**config.mk**
```make
export PLATFORM = sky130hd
export DESIGN_NAME = csa_nibble_sequencer_flat
export DESIGN_NICKNAME = d
export VERILOG_FILES = /design/src/rtl/csa_nibble_sequencer_if.sv /design/src/rtl/csa_nibble_sequencer.sv /design/src/flat_wrapper.sv
export SDC_FILE = /design/constraint.sdc
export NUM_CORES = 1
export LEC_CHECK = 0
export CORE_MARGIN = 2
export CORE_UTILIZATION = 50
export CTS_BUF_LIST = sky130_fd_sc_hd__clkbuf_4 sky130_fd_sc_hd__clkbuf_8
export DETAILED_ROUTE_END_ITERATION = 12
export PLACE_DENSITY = 0.78
export SYNTH_ARGS = -nofsm -noshare
export SYNTH_HDL_FRONTEND = slang
export SYNTH_SLANG_ARGS = --single-unit
```
**constraint.sdc**
```tcl
create_clock -name clk -period 3.44 [get_ports clk]
set_input_delay 0.688 -clock clk [delete_from_list [all_inputs] [get_ports clk]]
set_output_delay 0.688 -clock clk [all_outputs]
set_load 0.05 [all_outputs]
```
**src/rtl/csa_nibble_sequencer_if.sv**
```systemverilog
// Request/result bundle between a requester and the nibble-serial adder.
// The requester drives start/operands; the sequencer returns busy/done/result.
interface csa_nibble_sequencer_if #(
  parameter int WIDTH = 16
);
  logic             start;
  logic [WIDTH-1:0] a;
  logic [WIDTH-1:0] b;
  logic             cin;
  logic             busy;
  logic             done;
  logic [WIDTH-1:0] sum;
  logic             carry;

  modport master (
    output start, a, b, cin,
    input  busy, done, sum, carry
  );

  modport slave (
    input  start, a, b, cin,
    output busy, done, sum, carry
  );
endinterface

```
**src/rtl/csa_nibble_sequencer.sv**
```systemverilog
// WIDTH-bit adder built from one shared 4-bit carry-select stage, one nibble per cycle, LSB first.
// Latency WIDTH/4 cycles from accepted start to done; start is ignored while busy, accepted in IDLE or DONE.
module csa_nibble_sequencer #(
  parameter int WIDTH = 16
) (
  input  logic                    clk,
  input  logic                    rst_n,
  csa_nibble_sequencer_if.slave   bus
);

  localparam int N  = WIDTH / 4;
  localparam int CW = (N > 1) ? $clog2(N) : 1;

  typedef enum logic [1:0] {
    IDLE = 2'd0,
    RUN  = 2'd1,
    DONE = 2'd2
  } state_t;

  state_t           state;
  state_t           state_d;
  logic             accept;
  logic [WIDTH-1:0] a_q;
  logic [WIDTH-1:0] b_q;
  logic             c_q;
  logic [CW-1:0]    cnt;
  logic [WIDTH-1:0] acc;
  logic [WIDTH-1:0] acc_nxt;
  logic [WIDTH-1:0] sum_q;
  logic             carry_q;
  logic [CW+1:0]    idx;
  logic [4:0]       nib;
  logic             last;

  // 4-bit carry-select stage: low pair ripples, high pair is precomputed for both carries.
  function automatic logic [4:0] csa4(input logic [3:0] x, input logic [3:0] y, input logic ci);
    logic [2:0] lo;
    logic [2:0] hi0;
    logic [2:0] hi1;
    lo  = {1'b0, x[1:0]} + {1'b0, y[1:0]} + {2'b00, ci};
    hi0 = {1'b0, x[3:2]} + {1'b0, y[3:2]};
    hi1 = hi0 + 3'd1;
    return lo[2] ? {hi1, lo[1:0]} : {hi0, lo[1:0]};
  endfunction

  assign idx  = {cnt, 2'b00};
  assign nib  = csa4(a_q[idx +: 4], b_q[idx +: 4], c_q);
  assign last = (cnt == CW'(N - 1));

  always_comb begin
    acc_nxt           = acc;
    acc_nxt[idx +: 4] = nib[3:0];
  end

  always_ff @(posedge clk or negedge rst_n) begin
    if (!rst_n) begin
      state <= IDLE;
    end else begin
      state <= state_d;
    end
  end

  always_comb begin
    state_d = state;
    accept  = 1'b0;
    case (state)
      IDLE: begin
        if (bus.start) begin
          accept  = 1'b1;
          state_d = RUN;
        end
      end
      RUN: begin
        if (last) begin
          state_d = DONE;
        end
      end
      DONE: begin
        if (bus.start) begin
          accept  = 1'b1;
          state_d = RUN;
        end else begin
          state_d = IDLE;
        end
      end
      default: state_d = IDLE;
    endcase
  end

  // Result registers load only on the final nibble so partial sums never reach the outputs.
  always_ff @(posedge clk or negedge rst_n) begin
    if (!rst_n) begin
      a_q     <= '0;
      b_q     <= '0;
      c_q     <= 1'b0;
      cnt     <= '0;
      acc     <= '0;
      sum_q   <= '0;
      carry_q <= 1'b0;
    end else if (accept) begin
      a_q <= bus.a;
      b_q <= bus.b;
      c_q <= bus.cin;
      cnt <= '0;
    end else if (state == RUN) begin
      acc <= acc_nxt;
      c_q <= nib[4];
      if (last) begin
        sum_q   <= acc_nxt;
        carry_q <= nib[4];
      end else begin
        cnt <= cnt + 1'b1;
      end
    end
  end

  assign bus.busy  = (state == RUN);
  assign bus.done  = (state == DONE);
  assign bus.sum   = sum_q;
  assign bus.carry = carry_q;

endmodule

```
**src/flat_wrapper.sv**
```systemverilog
// flat-port wrapper written by rule: the top's interface ports become plain ports
module csa_nibble_sequencer_flat 
#(
  parameter int WIDTH = 16
)
  (clk, rst_n, bus_start, bus_a, bus_b, bus_cin, bus_busy, bus_done, bus_sum, bus_carry);
  csa_nibble_sequencer_if #(.WIDTH(WIDTH)) bus_i ();
  input  logic clk;
  input  logic rst_n;
  input wire logic [$bits(bus_i.start)-1:0] bus_start;
  input wire logic [$bits(bus_i.a)-1:0] bus_a;
  input wire logic [$bits(bus_i.b)-1:0] bus_b;
  input wire logic [$bits(bus_i.cin)-1:0] bus_cin;
  output wire logic [$bits(bus_i.busy)-1:0] bus_busy;
  output wire logic [$bits(bus_i.done)-1:0] bus_done;
  output wire logic [$bits(bus_i.sum)-1:0] bus_sum;
  output wire logic [$bits(bus_i.carry)-1:0] bus_carry;
  assign bus_i.start = bus_start;
  assign bus_i.a = bus_a;
  assign bus_i.b = bus_b;
  assign bus_i.cin = bus_cin;
  assign bus_busy = bus_i.busy;
  assign bus_done = bus_i.done;
  assign bus_sum = bus_i.sum;
  assign bus_carry = bus_i.carry;
  csa_nibble_sequencer #(.WIDTH(WIDTH)) u_core (.clk(clk), .rst_n(rst_n), .bus(bus_i));
endmodule
```
== Word-level counts from Yosys, hierarchy flattened ==
Index checks and enable logic that the tools add are counted.

* Shifts and indexed selects: 4
* Mux-type cells: 13
* Equality and inequality tests: 6
* Bitwise gates (word level): 1
* Reduce and logical (&&, ||, !) cells: 7
* Add/sub/neg operators: 6

{| class="wikitable"
|+ Operators by type and width
! operator !! number
|-
| $shiftx 16x5->4 || 2
|-
| $bwmux 16 || 1
|-
| $shift 4x6->16 const A || 1
|-
| $shiftx 4x6->16 || 1
|-
| $mux 2 || 5
|-
| $add 2x2->3 || 2
|-
| $neg 4->6 || 1
|-
| $pmux 2 s3 || 1
|-
| $reduce_and 2->1 || 3
|-
| $mux 1 || 5
|-
| $mux 5 || 1
|-
| $eq 2x2->1 const B || 2
|-
| $ne 2x1->1 const B || 2
|-
| $add 3x1->3 || 1
|-
| $add 3x1->3 const B || 1
|-
| $reduce_and 3->1 || 1
|-
| $add 2x1->2 const B || 1
|-
| $eq 2x1->1 const B || 1
|-
| $logic_not 2->1 || 1
|-
| $ne 2x2->1 const B || 1
|-
| $reduce_bool 2->1 || 1
|-
| $reduce_or 2->1 || 1
|-
| $not 1->1 || 1
|}

* Register bits: 70
* Output and inout port bits: 19
* Input port bits: 36
* Logic and storage cells: 45

== Logic depth before layout (Yosys ltp) ==
* Depth in word-level cells: 6
* Gate-level depth with buffers: 10
* Mapped depth without buffers: 9

== Worst setup path after synthesis ==
No wires, ideal clock.

* Path kind: register -> register
* Start: register u_core.cnt[0]
* End: register u_core.acc[11]
* Period minus slack after synthesis: 2.883 ns
* Arrival: 2.762 ns
* Cell stages (with the launch flop): 11
* Buffers on the path: 1
* Path slack: 0.557 ns
* Library setup time: 0.121 ns
* Data required time: 3.319 ns
* Path through: dfrtp_1 -> buf_6 -> mux4_2 -> ha_1 -> inv_1 -> fa_1 -> inv_1 -> ha_1 -> or2_1 -> and3_1 -> a22o_1

* Longest elaborated chain between the ends: 6
* Elaborated cells on any way between the ends: 11
* Those cells by class: add/sub: 5; shift: 4; mux: 2

{| class="wikitable"
|+ Ends and longest elaborated chain
! element !! RTL line !! RTL
|-
| start: declaration || csa_nibble_sequencer.sv:26 || <nowiki>logic [CW-1:0] cnt;</nowiki>
|-
| start signal: assignment || csa_nibble_sequencer.sv:112 || <nowiki>cnt <= cnt + 1'b1;</nowiki>
|-
| $shiftx 16x5->4 || csa_nibble_sequencer.sv:47 || <nowiki>assign nib = csa4(a_q[idx +: 4], b_q[idx +: 4], c_q);</nowiki>
|-
| $add 2x2->3, on equally long branches || csa_nibble_sequencer.sv:40, csa_nibble_sequencer.sv:41 ||
|-
| $add 3x1->3, on equally long branches || csa_nibble_sequencer.sv:40, csa_nibble_sequencer.sv:42 ||
|-
| $mux 5 || csa_nibble_sequencer.sv:43 || <nowiki>return lo[2] ? {hi1, lo[1:0]} : {hi0, lo[1:0]};</nowiki>
|-
| $shiftx 4x6->16 || csa_nibble_sequencer.sv:52 || <nowiki>acc_nxt[idx +: 4] = nib[3:0];</nowiki>
|-
| $bwmux 16 * || csa_nibble_sequencer.sv:52 ||
|-
| end signal: assignment || csa_nibble_sequencer.sv:106 || <nowiki>acc <= acc_nxt;</nowiki>
|-
| end: declaration || csa_nibble_sequencer.sv:27 || <nowiki>logic [WIDTH-1:0] acc;</nowiki>
|}

Every way passes the cells marked *; elsewhere a longest branch is shown, timed or not.
A chain may end at the register's enable or synchronous reset.

== Final worst setup path ==
Same ends and word-level chain as after synthesis.

==> impl_results.md <==
* First-pass GRT wire length at 11500 microns
* Leak Pwr at 1.89 nW
* Chip height at 85.1 microns
* Cell area after synthesis at 0.00329 sq mm
* Family with the most delay on the worst path: adder cells
* Data required, critical path at 3680 ps
* Yosys cell types at 36
* Antenna violations before repair at 0
* Clock power share at 0.159
* P_sw at 0.00205 W
* RSZ-0062 raised after global routing: no
* Initial Utilization at 0.518
* CP peak stage delay at 560 ps
* Grt met2 use at 0.322
* Tot GR Track Use at 0.205
* Syn_nets at 366
* Yosys top cell area share at 0.533
* Setup Crit Path Kind: flop to flop
* Die X at 85.1 microns
* Vias in the first global route at 2429
* Comb pwr share at 0.532
* # port buffers at 54
* Post-cts gate resize count at 0
* Cell taking the most area after synthesis: dfrtp_1
* Most common cell after layout, fill and taps aside: nand2_1
* I/O Pins at 55
* # Post-CTS Setup Buffers at 0
* Reg2reg setup slack at 450 ps
* Slowest CP cell: mux4_2
* Pin count of the biggest net entering global routing at 37
* Clk buf depth at 2
* Total Power at 0.00462 W
* Clock transition at path regs at 80 ps
* Yosys warns at 0
* Busiest grt layer: met2
* Overflow after GRT at 0
* Clk_lat worst skew at 360 ps
* Max_slew headroom at 0.230
* Nets at 417
* Core Area at 0.00635 sq mm
* Net Sw Frac at 0.443
* GR Util met1 at 0.271
* Buffers plus inverters on the worst setup path at 2
* Peak supply drop at 0.000610 V
* Crit path arrival time at 3230 ps
* Measured slew at the worst slew-check pin at 1160 ps
* Seq pwr share at 0.309
* Pint at 0.00258 W
* Startpoint types: flop
* Sequential element share of the synthesized area at 0.533
* Starting DRT DRC Count at 141
* Outcome: completed
* Syn_area_per_cell at 10.3 sq um
* Skew final at 13.6 ps
* Area Growth Syn to Fin at 23.5%
* Full die area at 0.00724 sq mm
* Clk sink count at 70
* Ant diodes at 0
* Total negative slack at 0 ps
* Met3 Usage GRT at 0.0399
* P per Cell Area at 1140 mW/mm^2
* Wire per inst at 14.6 microns
* Drc violations at 0
* WL final at 6590 microns
* Post-synthesis register bit count at 70
* Fin crit share at 0.868
* Endpoint class of the critical path: flop
* Root buf cell: clkbuf_8
* Vias at 2388
* Cells after synthesis at 319
* Total CTS buffers at 9
* Crit Path Max Fanout at 6
* Most frequent cells in the layout: nand2_1, dfrtp_1, clkdlybuf4s50_1
* Largest cells by area after synthesis: dfrtp_1, nand2_1, mux4_2
* Via/cell ratio at 5.28
* Placed cells at 436
* CTS tree: built
* Fin crit period at 2990 ps
* Finish-stage setup viols at 0
* Layout cell share with drive strength beyond 1 at 0.104
* Final ANT Viol Nets at 0
* H-tree depth at 3
* CP cell instances: mux4_2, ha_1, inv_1, fa_1, inv_1, ha_1, or2_1, and3_1, a22o_1
* Final Non-Filler Cells at 452
* Slew Viols, Final at 0
* Max-Cap Viols at 0
* Pre-antenna DRT Iters at 4
* GP Congestion at 0.855
* Core Util, Final at 0.639
* Type of the worst min-delay path: input pin to async pin
* Post-CTS Hold Fix Bufs at 0
* Rows at 29
* Fmax at 0.335 GHz
* DP HPWL at 4560 microns
* Final hold violation count at 0
-- sequential cells by signal (all words and copies together), names as in the netlist --
register and cells:
u_core.bus.sum 16, u_core.bus.carry 1, u_core.acc 16, u_core.state 2, u_core.cnt 2, u_core.a_q 16, u_core.c_q 1, u_core.b_q 16
-- power by group through the flow --
stage                     combinational [W]  clock, W  sequential [W]
final                               0.00246  0.000734         0.00143
after global placement              0.00238         0         0.00143
after global routing                0.00271  0.000784         0.00148
after floorplan                     0.00150         0         0.00172
after detailed placement            0.00245         0         0.00144
after CTS                           0.00247  0.000749         0.00143
-- cell usage after synthesis --
cell type	n
a22oi_1	8
xnor2_1	3
inv_1	14
buf_4	2
a31oi_1	4
clkbuf_2	4
nand3_1	1
mux2i_1	1
and4b_1	1
a21oi_1	12
nor2b_1	1
buf_6	4
a22o_1	12
inv_2	1
o21ai_0	1
nor3b_2	1
dfrtp_1	70
nand2b_4	1
o211ai_1	1
and2_4	1
a32o_1	4
o31ai_1	1
buf_1	1
and2b_1	1
or2_1	1
mux4_2	8
buf_2	9
a32oi_1	4
nor2_1	18
fa_1	3
ha_1	8
nand2_1	107
and3b_1	1
and3_1	1
nand2b_1	6
and4bb_2	3
-- stage by stage --
stage / hold WS, ps / setup slack (ps) / area (sq um)
after floorplan: 392 / 557 / 3290
after global placement: 457 / 516 / 3840
after detailed placement: 462 / 477 / 3840
after CTS: 97.2 / 446 / 4060
after global routing: 101 / 296 / 4060
final: 114 / 454 / 4060
-- layout make-up --
type                    count  area, sq um
multi-input cells         214         1350
clock buffers               9          124
fillers                   513         2290
inverters                  15         56.3
flip-flops and latches     70         1750
repair buffers             60          581
well taps                  77         96.3
clock inverters             7         97.6
-- worst paths after layout --
kind,start,to,cells after the start
worst max-delay path,u_core.cnt[0],u_core.acc[11],9
worst min-delay path,rst_n,u_core.bus.sum[9],1
worst max register to register,u_core.cnt[0],u_core.acc[11],9
worst min register to register,u_core.b_q[3],u_core.b_q[3],2
max in group asynchronous,rst_n,u_core.b_q[0],2
min in group clk,u_core.b_q[3],u_core.b_q[3],2
-- metal layers --
| metal | up-vias | routed length (microns) |
|---|---|---|
| li1 | 1170 | - |
| met1 | 1148 | 2910 |
| met2 | 59 | 3200 |
| met3 | 11 | 334 |
| met4 | 0 | 144 |
| met5 | - | 0 |
-- kinds of logic after synthesis --
group,Yosys count,share of synthesized area
AND/OR/NAND/NOR,144,0.191
adder cells (fa/ha/maj),11,0.0487
AO/OA/AOI/OAI,47,0.105
buffers and inverters,35,0.0563
XOR/XNOR,3,0.00799
multiplexers,9,0.0578
flip-flops,70,0.533
(Power assumes the default switching activity.)
